File: config.mk
export PLATFORM = sky130hd
export DESIGN_NAME = shift_engine
export DESIGN_NICKNAME = d
export VERILOG_FILES = /design/src/rtl/shift_pkg.sv /design/src/rtl/shift_bit_counter.sv /design/src/rtl/shift_engine.sv
export SDC_FILE = /design/constraint.sdc
export NUM_CORES = 1
export LEC_CHECK = 0
export ABC_CLOCK_PERIOD_IN_PS = 1400
export BUFFER_PORTS_ARGS = -buffer_cell sky130_fd_sc_hd__buf_2
export CORE_MARGIN = 5
export CORE_UTILIZATION = 42
export DETAILED_ROUTE_END_ITERATION = 10
export PLACE_DENSITY = 0.73
export SYNTH_ARGS = -nofsm -noshare
export SYNTH_HDL_FRONTEND = slang
export SYNTH_SLANG_ARGS = --single-unit
export TNS_END_PERCENT = 100
File: constraint.sdc
create_clock -name clk -period 1.4 [get_ports clk]
set_clock_uncertainty 0.2 [all_clocks]
set_input_delay 0.35 -clock clk [delete_from_list [all_inputs] [get_ports clk]]
set_output_delay 0.35 -clock clk [all_outputs]
set_load 0.03 [all_outputs]
File: src/rtl/shift_pkg.sv
// rtl/shift_pkg.sv - shared state encoding for the shift engine
package shift_pkg;

  typedef enum logic [1:0] {
    IDLE  = 2'd0,
    SHIFT = 2'd1,
    DONE  = 2'd2
  } state_t;

endpackage

File: src/rtl/shift_bit_counter.sv
// rtl/shift_bit_counter.sv - saturating frame bit counter with terminal-count flag
module shift_bit_counter #(
  parameter int WIDTH = 8,
  localparam int CNT_W = $clog2(WIDTH + 1)
) (
  input  logic             clk,
  input  logic             rst_n,
  input  logic             clear,
  input  logic             inc,
  output logic [CNT_W-1:0] count,
  output logic             terminal
);

  // terminal marks the last bit of a frame; the next increment lands on WIDTH
  assign terminal = (count == CNT_W'(WIDTH - 1));

  always_ff @(posedge clk or negedge rst_n) begin
    if (!rst_n) begin
      count <= '0;
    end else if (clear) begin
      count <= '0;
    end else if (inc && (count != CNT_W'(WIDTH))) begin
      count <= count + CNT_W'(1);
    end
  end

endmodule

File: src/rtl/shift_engine.sv
// rtl/shift_engine.sv - framed parallel-load shift register with bit counting
module shift_engine
  import shift_pkg::*;
#(
  parameter int WIDTH     = 8,
  parameter int MSB_FIRST = 1,
  localparam int CNT_W    = $clog2(WIDTH + 1)
) (
  input  logic             clk,
  input  logic             rst_n,
  input  logic             parallelLoad,
  input  logic             peripheralClkEdge,
  input  logic             serialDataIn,
  input  logic [WIDTH-1:0] parallelDataIn,
  output logic [WIDTH-1:0] parallelDataOut,
  output logic             serialDataOut,
  output logic             busy,
  output logic             done,
  output logic [CNT_W-1:0] bitCount
);

  state_t           state;
  state_t           state_next;
  logic [WIDTH-1:0] data;
  logic [WIDTH-1:0] shifted;
  logic             shift_en;
  logic             cnt_inc;
  logic             cnt_terminal;

  assign shift_en = peripheralClkEdge && !parallelLoad;
  assign cnt_inc  = shift_en && (state == SHIFT);

  assign shifted = (MSB_FIRST != 0) ? {data[WIDTH-2:0], serialDataIn}
                                    : {serialDataIn, data[WIDTH-1:1]};

  always_ff @(posedge clk or negedge rst_n) begin
    if (!rst_n) begin
      data <= '0;
    end else if (parallelLoad) begin
      data <= parallelDataIn;
    end else if (shift_en) begin
      data <= shifted;
    end
  end

  shift_bit_counter #(.WIDTH(WIDTH)) u_counter (
    .clk      (clk),
    .rst_n    (rst_n),
    .clear    (parallelLoad),
    .inc      (cnt_inc),
    .count    (bitCount),
    .terminal (cnt_terminal)
  );

  always_ff @(posedge clk or negedge rst_n) begin
    if (!rst_n) begin
      state <= IDLE;
    end else begin
      state <= state_next;
    end
  end

  always_comb begin
    state_next = state;
    if (parallelLoad) begin
      state_next = SHIFT;
    end else begin
      case (state)
        IDLE:    state_next = IDLE;
        SHIFT:   if (shift_en && cnt_terminal) state_next = DONE;
        DONE:    state_next = IDLE;
        default: state_next = IDLE;
      endcase
    end
  end

  assign parallelDataOut = data;
  assign serialDataOut   = (MSB_FIRST != 0) ? data[WIDTH-1] : data[0];
  assign busy            = (state == SHIFT);
  assign done            = (state == DONE);

endmodule

# --- Word level (Yosys, flattened, before mapping) ---
# Index checks and enable logic that the tools add are counted.
word_totals:
  ff_bits: 14
  inputBits: 13
  out_inout_bits: 15
  word_cells: 23
op_classes:
  n_addsub: 1
  n_eq_ne: 5
  n_mux: 7
  reduce_logical: 7
ops:
  columns: ["cell", "n"]
  rows:
  - ["two-way mux 8 bit", 2]
  - ["two-way mux 4 bit", 2]
  - ["two-way mux 2 bit", 3]
  - ["adder 4 x 1 -> 4 bit, second input constant", 1]
  - ["== test 4 x 3 -> 1 bit, second input constant", 1]
  - ["logical AND 1 bit", 4]
  - ["inequality test 4 bit, second input constant", 1]
  - ["nonzero test 2 bit", 2]
  - ["inequality test 3 x 2 -> 1 bit, second input constant", 1]
  - ["== test 2 x 1 -> 1 bit, second input constant", 1]
  - ["== test 2 bit, second input constant", 1]
  - ["zero test 1 bit", 1]

# --- Longest topological paths before layout ---
logic_depth:
  word_depth: 6
  mapped_depth: 5
  mapped_depth_nobuf: 5

# --- Hierarchy ---
# A second synthesis with hierarchy kept.
unflattened:
  hier_cells: 68
  area_unflattened_um2: 703.2
by_module_without_submodules:
  columns: ["mod", "n_inst", "cells_each", "area_per_inst_um2", "seq_area_each_um2"]
  rows:
  - ["shift_engine", 1, 43, 466.7, 250.2]
  - ["shift_bit_counter", 1, 25, 236.5, 100.1]

# --- Worst setup path before layout ---
# OpenSTA, ideal clock, no wires.
synth_path:
  path_kind: "register to register"
  startpoint: "register u_counter.count[0]"
  endpoint: "register u_counter.count[0]"
  setup_ns: 0.136
  arrival_time_ns: 1.231
  t_required_ns: 1.064
  slack_ns: -0.167
  stages_incl_launch_ff: 6
  path_buffers: 0
  period_less_slack_ns: 1.567
  cell_sequence: "dfrtp_1 > inv_1 > ha_1 > and3b_1 > o21ai_0 > a21oi_1"
synth_via:
  elab_chain_cells: 3
  word_cells_on_any_way: 6
  classes_between: "add/sub (1); eq/ne (1); mux (2); reduce/logical (2)"
synth_lines:
  columns: ["item", "line_no", "source"]
  rows:
  - ["from (decl)", "shift_bit_counter.sv:10", "output logic [CNT_W-1:0] count,"]
  - ["from (signal assigned)", "shift_bit_counter.sv:23", "count <= count + CNT_W'(1);"]
  - ["adder 4 x 1 -> 4 bit or inequality test 4 bit (tied branches)", "shift_bit_counter.sv:23, shift_bit_counter.sv:22", null]
  - ["two-way mux 4 bit or logical AND 1 bit (tied branches)", "shift_bit_counter.sv:22", "end else if (inc && (count != CNT_W'(WIDTH))) begin"]
  - ["two-way mux 4 bit or nonzero test 2 bit (tied branches)", null, null]
# Several ways; a longest one is shown, not always the timed one. The select of a mux whose other input is x is not followed.
# A chain may end at the register's enable or synchronous reset.

# --- Worst setup path in the final report ---
layout_path:
  startpoint: "register state[1]"
  endpoint: "output port busy"
layout_via:
  elab_chain_cells: 1
layout_lines:
  columns: ["item", "line_no", "source"]
  rows:
  - ["from (decl)", "shift_engine.sv:22", "state_t state;"]
  - ["from (signal assigned)", "shift_engine.sv:59", "state <= state_next;"]
  - ["== test 2 x 1 -> 1 bit", "shift_engine.sv:79", "assign busy = (state == SHIFT);"]
  - ["to (decl)", "shift_engine.sv:17", "output logic busy,"]
# Every way passes these cells.

==> impl_results.md <==
- CTS Buffer Depth: 2
- TritonCTS Buffers: 3
- First-pass GRT wire length: 3150 um
- I/O pin total: 28
- Final Hold Fails: 0
- Share of cells above drive strength 1: 0.509
- Min-Delay Path Class: input port to register
- Final Core Density: 0.672
- Mapped Cells: 71
- Vias in the first global route: 699
- Placed cell areas: 897 um^2
- Crit end category: primary output
- Die W: 51.7 um
- Syn nets: 86
- Slew headroom: 0.790
- Power, Total: 0.952 mW
- Slew Viols, Final: 0
- Crit-path max FO: 4
- Area of the multi-input gates: 365 um^2
- Synth Register Bits: 14
- DR vias: 711
- Aggregate global-route resource usage: 0.159
- Yosys cell types: 21
- Design Area, Final: 1130 um^2
- Status: finished with violations
- Initial antenna violation count: 0
- Clock slew at reported path FFs: 0.09 ns
- Worst Setup Path Type: register to primary output
- Total gr overflow: 0
- Die H: 51.7 um
- Count of final setup violators: 5
- Site Rows: 15
- DRT Pass-1 Iters: 4
- Clock Latency Late Sink: 0.27 ns
- Syn_area_per_cell: 10.3 um^2
- CTS sink cnt: 14
- Layout area overhead: 55.6%
- Core ar.: 1690 um^2
- Starting DRC count in detailed routing: 8
- Total die area: 2670 um^2
- Yosys top cell area share: 0.480
- Measured slew at the worst slew-check pin: 0.316 ns
- Min Clock Period, post-route: 1.60 ns
- TNS Setup: -0.381 ns
- Largest net degree at the start of global routing: 17
- Sequential area share after synthesis: 0.480
- Critical Path AT: 1.05 ns
- Critical path launch point type: register
- VDD IR max: 607 uV
- RSZ-0062 raised after global routing: yes
- Placed cells: 115
- Post-DR wirelength/cell: 14.4 um
- Residual DRC: 0
- Failing checks: negative setup slack
- Post-DP HPWL: 1310 um
- Synth Warn #: 0
- Post-route ant nets: 0
- Sequential standard cell area: 355 um^2
- Leakage: 0.535 nW
- Vias/cell: 5.35
- H-tree levels: 1
- Fmax: 0.627 GHz
- Clock root cell: clkbuf_4
- IO buf count: 27
- Period utilization: 1.14
- Synth area leaders: dfrtp_1 (48%), mux2i_1 (11%), o21ai_0 (8.2%), nand2_1 (4.6%), nand4bb_4 (3.8%)
- Max-Cap Viols: 0
- Synth area leader: dfrtp_1
- Fill cell total of the finished layout: 117
- Starting density of the core: 0.432
- TritonCTS clock tree: done
- Placer Congestion: 0.789
- Post-route insts no fill: 133
- N_diodes: 0
- # nets final: 132
- Mapped cell area: 729 um^2
- Worst setup margin: -0.195 ns
- Routed wire length: 1920 um
- Req. time, crit path: 0.85 ns
- Power Density: 839 nW/um^2
[power by group]
part           switching [mW]  leakage (nW)  internal [mW]
combinational           0.138         0.351          0.127
clock                   0.123        0.0150          0.110
sequential             0.0229         0.169          0.431
[per-layer routing]
layer	vias up	track usage	share of wire
met3	4	0.0115	0.044
met2	23	0.284	0.53
met1	346	0.191	0.40
li1	338	-	-
met5	-	0	0
met4	0	0.0786	0.020
[cells in the final DEF (no fill, tap or decap), drive strengths merged]
cell type,n
buf,44
dfrtp,14
o21ai,12
nand2,9
mux2i,8
a21oi,5
nand3,4
clkbuf,4
inv,3
ha,2
and2b,1
nor2b,1
and4bb,1
nand4bb,1
nand3b,1
and3b,1
nand4b,1
a21o,1
nor3,1
or3,1
dlygate4sd3,1
[repair_timing]
| item | CTS | global route |
|---|---|---|
| hold buffers | 1 | 0 |
| setup endpoints to repair | 12 | 19 |
| setup buffers | 9 | 4 |
| resized for setup | 20 | 19 |
| pin swaps | 3 | 3 |
| endpoints found under the hold margin | 14 | 0 |
[path summary, 6_finish.rpt]
path,start,endpoint,slack (ns),cells past startpoint
hold reg to reg,u_counter.count[0],u_counter.count[0],0.43,3
hold / removal,parallelLoad,u_counter.count[3],0.08,2
max in group asynchronous,rst_n,u_counter.count[0],0.42,2
setup / recovery,state[1],busy,-0.20,2
setup reg to reg,state[0],u_counter.count[3],-0.04,4
min in group asynchronous,rst_n,parallelDataOut[1],0.32,2
[Yosys cell counts]
cell and count:
a21oi_1 5, nor3_1 1, mux2i_1 8, buf_4 1, nor2b_1 1, inv_1 3, and4bb_1 1, a21o_1 1
nand2_1 9, or3_1 1, and3b_1 1, o21ai_0 12, ha_1 2, nand3b_1 1, buf_6 1, and2b_1 1
nand3_1 4, nand4b_1 1, nand4bb_4 1, dfrtp_1 14, clkbuf_1 2
[area by class of cell]
type | count | share of cell area
tap | 17 | 0.0187
inverter | 3 | 0.00992
multi-input combinational | 50 | 0.322
clock buffer | 4 | 0.0232
sequential | 14 | 0.313
timing repair buffer | 45 | 0.313
[flip-flops by register name (all words and copies together) (netlist names)]
name and count:
state 2, u_counter.count 4, parallelDataOut 8
[through the flow]
step | hold WS (ns) | worst slack [ns]
after CTS | 0.0727 | -0.197
after global routing | 0.0771 | -0.239
final | 0.0766 | -0.195
after global placement | 0.0582 | -0.00344
after detailed placement | 0.0589 | -0.0483
after floorplan | -0.146 | 0.00999
[worst max-delay path, stage by stage (launching register included)]
cell     delay (ns)
dfrtp_1        0.40
and2b_2        0.24
buf_6          0.13
[kinds of logic after synthesis]
| group | after synthesis | share of synthesized area |
|---|---|---|
| AO/OA/AOI/OAI | 18 | 0.127 |
| adder cells (fa/ha/maj) | 2 | 0.0343 |
| buffers and inverters | 7 | 0.0515 |
| flip-flops | 14 | 0.480 |
| multiplexers | 8 | 0.110 |
| AND/OR/NAND/NOR | 22 | 0.197 |
Note: power is estimated with default switching activity, not from simulation.
